**config.mk**
```make
export PLATFORM = sky130hd
export DESIGN_NAME = qbert_move_sequencer
export DESIGN_NICKNAME = d
export VERILOG_FILES = /design/src/rtl/qbert_move_sequencer.sv
export SDC_FILE = /design/constraint.sdc
export NUM_CORES = 1
export LEC_CHECK = 0
export ABC_AREA = 1
export BUFFER_PORTS_ARGS = -buffer_cell sky130_fd_sc_hd__buf_2
export CORE_AREA = 2 2 86 88
export DETAILED_ROUTE_END_ITERATION = 6
export DIE_AREA = 0 0 88 90
export PLACE_DENSITY = 0.78
export SLEW_MARGIN = 20
export SYNTH_ARGS = -nofsm -noshare
export SYNTH_HDL_FRONTEND = slang
export SYNTH_SLANG_ARGS = --single-unit
```
**constraint.sdc**
```tcl
create_clock -name iCLK -period 3.4 [get_ports iCLK]
set_input_delay 0.68 -clock iCLK [delete_from_list [all_inputs] [get_ports iCLK]]
set_output_delay 0.68 -clock iCLK [all_outputs]
set_load 0.005 [all_outputs]
```
**src/rtl/qbert_move_sequencer.sv**
```systemverilog
// Qbert move sequencer: arbitrates SPI/Nios jump requests into a FIFO and
// launches one move per frame into the Qbert engine.
//   iCLK/iRST_n      clock, synchronous active-low reset
//   iEnable/iPause   game enable / launch freeze
//   iNewFrame        frame boundary pulse
//   iReq_*/iDir_*    held jump requests, oAck_* one-cycle accepts
//   oStart_qb/oJump_qb  move launch pulse and direction
//   iDone_move/iKO   engine move-complete pulse and KO level
//   oBusy/oCount/oBadCnt/oTimeout  status
module qbert_move_sequencer #(
  parameter int          DEPTH   = 4,
  parameter logic [23:0] TIMEOUT = 24'd4000000
) (
  input  logic                       iCLK,
  input  logic                       iRST_n,
  input  logic                       iEnable,
  input  logic                       iPause,
  input  logic                       iNewFrame,
  input  logic                       iReq_spi,
  input  logic [2:0]                 iDir_spi,
  output logic                       oAck_spi,
  input  logic                       iReq_cpu,
  input  logic [2:0]                 iDir_cpu,
  output logic                       oAck_cpu,
  output logic                       oStart_qb,
  output logic [2:0]                 oJump_qb,
  input  logic                       iDone_move,
  input  logic                       iKO,
  output logic                       oBusy,
  output logic [$clog2(DEPTH+1)-1:0] oCount,
  output logic [7:0]                 oBadCnt,
  output logic                       oTimeout
);

  localparam int AW = $clog2(DEPTH);
  localparam int CW = $clog2(DEPTH+1);
  localparam logic [CW:0] DEPTH_W = (CW+1)'(DEPTH);

  typedef enum logic [2:0] {
    S_IDLE, S_WAIT, S_START, S_MOVE, S_KO
  } state_t;

  state_t        state_q, state_d;
  logic [1:0]    mem_q [DEPTH];
  logic [1:0]    mem_d [DEPTH];
  logic [AW-1:0] rd_q, rd_d, wr_q, wr_d;
  logic [CW-1:0] count_q, count_d;
  logic          rr_q, rr_d;
  logic [7:0]    bad_q, bad_d;
  logic [23:0]   timer_q, timer_d;
  logic          ack_spi_q, ack_spi_d;
  logic          ack_cpu_q, ack_cpu_d;
  logic          start_q, start_d;
  logic [2:0]    jump_q, jump_d;
  logic          tmo_q, tmo_d;

  logic          can_acc, rs, rc, pop;
  logic          g_spi, g_cpu, p_spi, p_cpu;
  logic [CW:0]   free;
  logic [1:0]    nbad;
  logic [8:0]    bad_sum;
  logic [AW-1:0] wp;

  always_comb begin
    state_d   = state_q;
    mem_d     = mem_q;
    rd_d      = rd_q;
    wr_d      = wr_q;
    count_d   = count_q;
    rr_d      = rr_q;
    timer_d   = timer_q;
    jump_d    = jump_q;
    start_d   = 1'b0;
    tmo_d     = 1'b0;
    g_spi     = 1'b0;
    g_cpu     = 1'b0;

    can_acc = iEnable && !iKO && (state_q != S_KO);
    // the requester still holds req in the cycle it sees ack
    rs  = iReq_spi && !ack_spi_q;
    rc  = iReq_cpu && !ack_cpu_q;
    pop = (state_q == S_START) && iEnable
          && !iKO && (count_q != '0);
    free = DEPTH_W - {1'b0, count_q}
           + {{CW{1'b0}}, pop};

    if (can_acc) begin
      if (rs && rc) begin
        if (free >= (CW+1)'(2)) begin
          g_spi = 1'b1;
          g_cpu = 1'b1;
        end else if (free == (CW+1)'(1)) begin
          g_spi = !rr_q;
          g_cpu = rr_q;
          rr_d  = !rr_q;
        end
      end else if (free != '0) begin
        g_spi = rs;
        g_cpu = rc;
      end
    end
    ack_spi_d = g_spi;
    ack_cpu_d = g_cpu;

    p_spi = g_spi && !iDir_spi[2];
    p_cpu = g_cpu && !iDir_cpu[2];
    nbad  = 2'(g_spi && iDir_spi[2])
          + 2'(g_cpu && iDir_cpu[2]);
    bad_sum = {1'b0, bad_q} + 9'(nbad);
    bad_d = bad_sum[8] ? 8'hff : bad_sum[7:0];

    if (pop) begin
      jump_d = {1'b0, mem_q[rd_q]};
      rd_d   = rd_q + AW'(1);
    end
    // SPI entry lands ahead of the CPU entry
    wp = wr_q;
    if (p_spi) begin
      mem_d[wp] = iDir_spi[1:0];
      wp = wp + AW'(1);
    end
    if (p_cpu) begin
      mem_d[wp] = iDir_cpu[1:0];
      wp = wp + AW'(1);
    end
    wr_d = wp;
    count_d = count_q - CW'(pop)
            + CW'(p_spi) + CW'(p_cpu);

    if (iKO || !iEnable) begin
      state_d = iKO ? S_KO : S_IDLE;
      rd_d    = '0;
      wr_d    = '0;
      count_d = '0;
    end else begin
      unique case (state_q)
        S_IDLE:
          if (count_q != '0 && !iPause)
            state_d = S_WAIT;
        S_WAIT:
          if (iPause)
            state_d = S_IDLE;
          else if (iNewFrame)
            state_d = S_START;
        S_START: begin
          start_d = 1'b1;
          timer_d = '0;
          state_d = S_MOVE;
        end
        S_MOVE:
          if (iDone_move)
            state_d = S_IDLE;
          else if (timer_q == TIMEOUT - 24'd1) begin
            tmo_d   = 1'b1;
            state_d = S_IDLE;
          end else
            timer_d = timer_q + 24'd1;
        S_KO:
          state_d = S_IDLE;
        default:
          state_d = S_IDLE;
      endcase
    end
  end

  always_ff @(posedge iCLK) begin
    if (!iRST_n) begin
      state_q   <= S_IDLE;
      for (int i = 0; i < DEPTH; i++)
        mem_q[i] <= '0;
      rd_q      <= '0;
      wr_q      <= '0;
      count_q   <= '0;
      rr_q      <= 1'b0;
      bad_q     <= '0;
      timer_q   <= '0;
      ack_spi_q <= 1'b0;
      ack_cpu_q <= 1'b0;
      start_q   <= 1'b0;
      jump_q    <= '0;
      tmo_q     <= 1'b0;
    end else begin
      state_q   <= state_d;
      mem_q     <= mem_d;
      rd_q      <= rd_d;
      wr_q      <= wr_d;
      count_q   <= count_d;
      rr_q      <= rr_d;
      bad_q     <= bad_d;
      timer_q   <= timer_d;
      ack_spi_q <= ack_spi_d;
      ack_cpu_q <= ack_cpu_d;
      start_q   <= start_d;
      jump_q    <= jump_d;
      tmo_q     <= tmo_d;
    end
  end

  assign oAck_spi  = ack_spi_q;
  assign oAck_cpu  = ack_cpu_q;
  assign oStart_qb = start_q;
  assign oJump_qb  = jump_q;
  assign oCount    = count_q;
  assign oBadCnt   = bad_q;
  assign oTimeout  = tmo_q;
  assign oBusy     = (state_q == S_WAIT)
                  || (state_q == S_START)
                  || (state_q == S_MOVE);

endmodule

```
# Word-level counts from Yosys, hierarchy flattened
# Cells that the tools add are included.
# W data, S select, Z words.
# op_classes
shift	0
n_mul	0
div_mod_pow	0
n_mux	37
add_sub_neg	11
magnitude_cmp	6
n_eq_ne	11
bitwise_logic	7
n_reduce_logical	35
# ops
operator	count
$mux W24	2
$pmux W24 S2	1
$add A24 B1 Y24 const B	1
$eq A24 B22 Y1 const B	1
$mux W8	3
$mux W3	7
$bwmux W8	2
$logic_and A1 B1 Y1	15
$mux W1	12
$mux W2	6
$pmux W3 S4	1
$add A8 B2 Y9	1
$ge A3 B3 Y1 const B	3
$not A2 Y3	3
$demux W2 S2	2
$logic_not A1 Y1	8
$ne A4 B4 Y1 const B	2
$reduce_and A4 Y1	2
$add A2 B1 Y2 const B	3
$add A3 B1 Y3	2
$eq A3 B2 Y1 const B	2
$lt A3 B1 Y1 const B	2
$ne A3 B3 Y1 const B	2
$add A4 B1 Y4	1
other kinds (17)	23
# totals
word_cells	123
latch_bits	0
n_memories	0
input_bits	15
rom_bits	0
regBits	57
ramBits	0
output_inout_bits	19

# Longest topological paths before layout
# Gate-level depths: netlist (run 1).
# depth
depth_word	19
depth_mapped	26
depth_no_buf	26

# Least setup slack after synthesis (run 1)
# OpenSTA, ideal clock, no wires.
# synth_timing
kind	in2reg
from	input port iEnable
to	register bad_q[3] (netlist: oBadCnt[3])
arrival_time_ps	3555
path_slack_ps	-227
setup_time_ps	71
path_stages	23
cell_sequence	inv_1 -> nor2_4 -> nand2_1 -> inv_1 -> nand2_1 -> ha_1 -> inv_1 -> ha_1 -> a21oi_1 -> nand2_1 -> nor2_1 -> nand2_1 -> nand2_2 -> nand3_1 -> fa_1 -> inv_1 -> ha_1 -> nand3_1 -> nor3b_1 -> nand2_1 -> nor2_1 -> inv_1 -> a21oi_1
# synth_via
elab_chain_len	13
elab_cells_between_ends	24
classes_between	add/sub (3); order compare (1); eq/ne (1); mux (11); reduce/logical (8)
# synth_lines
item	line	text
start, declared	16	input logic iEnable,
parallel branches: the longest is 10 deep, another holds $add A4 B1 Y4	n/a	
$add A1 B1 Y2 (*)	108	+ 2'(g_cpu && iDir_cpu[2]);
$add A8 B2 Y9 (*)	109	bad_sum = {1'b0, bad_q} + 9'(nbad);
$mux W8 (*)	110	bad_d = bad_sum[8] ? 8'hff : bad_sum[7:0];
end signal, assigned	175	bad_q <= '0;
end signal, assigned	189	bad_q <= bad_d;
end, declared	49	logic [7:0] bad_q, bad_d;
# Mark *: on every way between the ends.
# A chain may end at the register's enable or synchronous reset.

# Worst setup path in the final report (run 1)
# layout_timing
from	register state_q[0]
to	register bad_q[3] (netlist: oBadCnt[3])
# layout_via
elab_chain_len	14
elab_cells_between_ends	25
classes_between	add/sub (3); order compare (1); eq/ne (3); mux (11); reduce/logical (7)
# layout_lines
item	line	text
start, declared	43	state_t state_q, state_d;
start signal, assigned	183	state_q <= state_d;
parallel branches: the longest is 11 deep, another holds $add A4 B1 Y4	n/a	
$add A1 B1 Y2 (*)	108	
$add A8 B2 Y9 (*)	109	
$mux W8 (*)	110	
# Marks and branches as above.

==> results of run 1 <==
through the flow:
| step | power [mW] | utilization [%] |
|---|---|---|
| 6_report | 1.44 | 61.1 |
| 5_1_grt | 1.50 | 61.1 |
| 4_1_cts | 1.45 | 60.3 |
| 3_5_place_dp | 0.782 | 57.4 |
| 3_3_place_gp | 0.779 | 57.4 |
| 2_1_floorplan | 0.748 | - |
what timing repair did:
item                       in CTS  in global routing
setup buffers                   0                  2
gates resized for setup         0                 10
setup endpoints to repair       0                 10
power by group:
group / internal [mW] / switching (mW) / leakage [nW]
clock network: 0.378 / 0.291 / 0.103
logic: 0.0349 / 0.0602 / 1.16
registers: 0.673 / 0.00521 / 0.461
total: 1.09 / 0.356 / 1.72
worst paths after layout:
| path | from | end | slack [ps] |
|---|---|---|---|
| setup reg to reg | state_q[0]$_SDFFE_PN0P_ | oBadCnt[3]$_SDFF_PN0_ | 140 |
| hold / removal | timer_q[22]$_SDFFE_PN0P_ | timer_q[22]$_SDFFE_PN0P_ | 480 |
| hold reg to reg | timer_q[22]$_SDFFE_PN0P_ | timer_q[22]$_SDFFE_PN0P_ | 480 |
| setup / recovery | state_q[0]$_SDFFE_PN0P_ | oBadCnt[3]$_SDFF_PN0_ | 140 |
Yosys cell counts, drive strengths merged:
master	instances
a211oi	1
a21oi	35
a31oi	3
buf	9
clkbuf	4
clkinv	1
conb	1
dfxtp	57
fa	3
ha	14
inv	77
nand2	167
nand3	36
nand3b	1
nand4	9
nor2	108
nor3	17
nor3b	2
nor4	2
o211ai	1
o21ai	14
or2	1
xnor2	5
xor2	13
state kept, by name (all words and copies together) (netlist names):
register	count
timer_q	24
mem_q	8
oBadCnt	8
oCount	3
state_q	3
oJump_qb	2
rd_q	2
wr_q	2
oAck_cpu	1
oAck_spi	1
oStart_qb	1
oTimeout	1
rr_q	1
per-layer routing:
layer  share of wire (%)  vias to the layer above  GRT usage (%)
li1                    -                     1905              -
met1                  43                     1702           27.3
met2                  50                       80           40.3
met3                 4.4                       24           4.59
met4                 2.7                        0           10.8
met5                   0                        -              0
layout make-up:
| type | instances | area share, % |
|---|---|---|
| well taps | 99 | 2.89 |
| flip-flops and latches | 57 | 26.7 |
| clock inverters | 4 | 1.20 |
| clock buffers | 12 | 3.62 |
| multi-input cells | 433 | 52.2 |
| repair buffers | 48 | 6.53 |
| inverters | 78 | 6.83 |
logic make-up after synthesis:
| kind of cell | Yosys count |
|---|---|
| other cells | 1 |
| flops | 57 |
| xor+xnor | 18 |
| compound gates | 54 |
| buf+inv | 91 |
| simple gates | 343 |
| fa+ha+maj | 17 |
worst min-delay path, cell delays in order, from the launching register on:
cell,delay (ps)
dfxtp_1,320
nand2_1,60
a21oi_1,50
==> results.yml, run 1 <==
timing:
  fmax_mhz: 307
  post-route-min-period_ps: 3260
  setup_tns_ps: 0
  maxSlewViolCount: 0
  hold_violations: 0
  slew_headroom_pct: 53.9
  finalCritPeriodShare_pct: 95.7
  setup_viol: 0
  holdWs_ps: 484
  fin_ws_ps: 145
  finClkSkew_ps: 11.4
  tightest_slew_ps: 691
place:
  place_inst: 713
  dp_slack_ps: -123
  io_buffers: 32
  gp_congestion: 0.872
  dpl.hpwl_um: 6450
  place_area_um2: 4030
yosys:
  synth-adder-area-share_pct: 6.41
  synth_top_area_cell: "dfxtp_1"
  synthSimpleGateAreaFrac_pct: 39.4
  synth_compound_area_share_pct: 8.12
  yosys.area_share.xor_xnor_pct: 4.30
  synth_top_family_by_area: "simple AND/OR/NAND/NOR gates"
  yosysWarnings: 0
  synthMuxAreaShare_pct: 0
  synth_top_area_share_pct: 31.1
  seq_area_frac_synth_pct: 31.1
  synth.distinct_cells: 37
  ys_seq_elements: 57
  syn_avg_cell_area_um2: 6.31
  synthesis.area_um2: 3670
  synth_area_leaders: "dfxtp_1, nand2_1, nor2_1"
  syn_nets: 613
  syn_inst: 581
floorplan:
  core-area_um2: 7020
  io_pins: 34
  die_area_um2: 7920
  core.rowCount: 31
  die_h_um: 90
  die_w_um: 88
  start_util_pct: 52.3
clocking:
  cts.root.buffer_cell: "clkbuf_8"
  numCtsBuffers: 9
  cts.htree.levels: 3
  cts_tree: "yes"
  clock_latency_ps: 350
  clk_path_buf_depth: 2
  clk_pin_slew_ps: 60
  hold_buffers: 0
  cts.sink_count: 57
pwr:
  p_leak_nw: 1.72
  peakVddDrop_uv: 191
  power.density_nw_per_um2: 336
drt:
  vias_per_cell: 5.08
  drt_wl_total_um: 8970
  dr.pass1.iters: 5
  ant_nets: 0
  wl_per_cell_um: 12.3
  via_count: 3711
  drc_errors: 0
  drtIter0Drc: 195
worst_setup_path:
  cp_max_fo: 5
  crit_required_ps: 3670
  worst-path-stages: 25
  rr_worst_depth: 25
  worstSetupPathType: "reg2reg"
  cp_top_family: "simple AND/OR/NAND/NOR gates"
  cpPeakStageDelay_ps: 370
  cp.arrival_ps: 3530
  worstSetupEndpointType: "flop"
  path_buf_inv: 6
  cp_slowest_cell: "dfxtp_4"
  start_kind: "flop"
global_route:
  antenna_found_initial: 0
  globalRouteTotalUtil_pct: 23.4
  grt_pass1_vias: 3490
  overflow: 0
  grt_max_degree: 35
  grt_pass1_wl_um: 14900
final_layout:
  diodes: 0
  regArea_um2: 1140
  fin_cells: 731
  multi_input_area_um2: 2240
  drive_gt1_share_pct: 16.0
  nNetsFinal: 659
  final_common_cell: "nand2_1"
  final_cell_mix: "nand2_1, nor2_1, inv_1"
  area_growth_pct: 16.9
  design_area_um2: 4290
  nFillCells: 667
run:
  cap_violations: 0
outcome:
  status: "finished clean"
hold_path:
  hp-class: "reg2reg"
  hold_depth: 2
No activity file was read; power rests on OpenSTA's default activity.
==> inputs of run 2 (changes only) <==
==> constraint.sdc (replaced) <==
create_clock -name iCLK -period 3.4 [get_ports iCLK]
set_input_delay 0.68 -clock iCLK [delete_from_list [all_inputs] [get_ports iCLK]]
set_output_delay 0.68 -clock iCLK [all_outputs]
set_load 0.1 [all_outputs]
==> run 2 against run 1 <==
Compared with the run above:
- final cell count decreased by 0.27%
- worst hold slack improved by 3.5 ps
- critical path depth decreased by 4
- non-clock buffer count decreased by 2
- sequential power about the same
- total power increased by 0.32%
- critical endpoint is now oCount[1]$_SDFF_PP0_
- largest cell class unchanged
- largest power group unchanged
- highest routed layer unchanged
==> results.yml, run 2 (synthesis gave the netlist of run 1 again) <==
timing:
  holdWs_ps: 488
  hold_violations: 0
  fmax_mhz: 314
  setup_viol: 0
  finalCritPeriodShare_pct: 93.6
  maxSlewViolCount: 0
  post-route-min-period_ps: 3180
  fin_ws_ps: 218
  slew_headroom_pct: 54.9
  tightest_slew_ps: 676
  finClkSkew_ps: 12.0
final_layout:
  diodes: 0
  fin_cells: 729
  area_growth_pct: 16.2
  nNetsFinal: 657
  final_common_cell: "nand2_1"
  final_cell_mix: "nand2_1, nor2_1, inv_1"
  post-route-util_pct: 60.7
  top_register: "timer_q"
  largest_reg_flops: 24
  drive_gt1_share_pct: 15.9
  nFillCells: 667
clocking:
  clk_path_buf_depth: 2
  hold_buffers: 0
  ctsResizeCount: 0
  cts.sink_count: 57
  cts.htree.levels: 3
  cts_tree: "yes"
  numCtsBuffers: 9
  clock_latency_ps: 340
  cts.root.buffer_cell: "clkbuf_8"
  postCtsSetupBuffers: 0
  clk_pin_slew_ps: 70
worst_setup_path:
  worstSetupPathType: "reg2reg"
  crit_required_ps: 3640
  worstSetupEndpointType: "flop"
  start_kind: "flop"
  cp.arrival_ps: 3420
  cp_max_fo: 5
global_route:
  overflow: 0
  grt_max_degree: 35
  antenna_found_initial: 0
  globalRouteTotalUtil_pct: 23.1
  grt_pass1_vias: 3456
  grt_pass1_wl_um: 14800
floorplan:
  die_area_um2: 7920
  die_h_um: 90
  die_w_um: 88
  start_util_pct: 52.3
  core.rowCount: 31
  core-area_um2: 7020
  io_pins: 34
drt:
  drc_errors: 0
  dr.pass1.iters: 5
  wl_per_cell_um: 12.0
  via_count: 3648
  vias_per_cell: 5.00
  drtIter0Drc: 216
  drt_wl_total_um: 8740
  ant_nets: 0
pwr:
  peakVddDrop_uv: 145
  p_leak_nw: 1.71
  finalPower_mw: 1.45
  power.density_nw_per_um2: 340
place:
  dpl.hpwl_um: 6430
  gp_congestion: 0.927
  io_buffers: 32
  dp_slack_ps: -97.9
  place_inst: 713
hold_path:
  hp-class: "reg2reg"
outcome:
  status: "finished clean"
run:
  cap_violations: 0
==> run 2: critical path, stage by stage (launching register included) <==
cell and delay, ps:
dfxtp_2 360, nor2_4 120, nand2_1 90, inv_1 60
nand2_1 60, inv_1 80, nand2_2 70, ha_4 160
inv_2 70, ha_4 200, a21oi_2 130, nand2_1 60
nor2_1 80, nand2_1 70, nand2_2 110, nand3_2 80
ha_1 300, fa_1 380, inv_1 80, fa_1 410
inv_1 60, nor2_1 40
==> run 2: through the flow <==
stage	setup TNS [ps]	instance area, um^2
2_1_floorplan	0	3740
3_3_place_gp	-16.6	4040
3_5_place_dp	-416	4040
4_1_cts	0	4240
5_1_grt	-48.6	4260
6_report	0	4260
==> run 2: per-layer routing <==
layer	GRT usage (%)	share of wire, %	vias to the layer above	routed length (um)
met5	0	0	-	0
met3	3.49	3.3	11	291
met4	9.36	1.7	0	150
li1	-	-	1895	-
met2	41.5	52	79	4570
met1	26.8	43	1663	3730
==> run 2: layout make-up <==
type,instances,area [um^2],area share [%]
clock buffers,10,138,3.23
multi-input cells,433,2220,52.1
flip-flops and latches,57,1150,27.0
repair buffers,46,265,6.22
clock inverters,6,66.3,1.56
well taps,99,124,2.91
inverters,78,295,6.93
==> run 2: power breakdown <==
group	internal [mW]	total [mW]	switching [mW]
combinational	0.0327	0.118	0.0848
sequential	0.672	0.677	0.00537
clock	0.359	0.652	0.293
total	1.06	1.45	0.383
==> run 2: worst paths after layout <==
kind	startpoint	endpoint	slack, ps	cells past startpoint
max	state_q[0]$_SDFFE_PN0P_	oCount[1]$_SDFF_PP0_	220	21
min	timer_q[22]$_SDFFE_PN0P_	timer_q[22]$_SDFFE_PN0P_	490	2
max reg2reg	state_q[0]$_SDFFE_PN0P_	oCount[1]$_SDFF_PP0_	220	21
min reg2reg	timer_q[22]$_SDFFE_PN0P_	timer_q[22]$_SDFFE_PN0P_	490	2
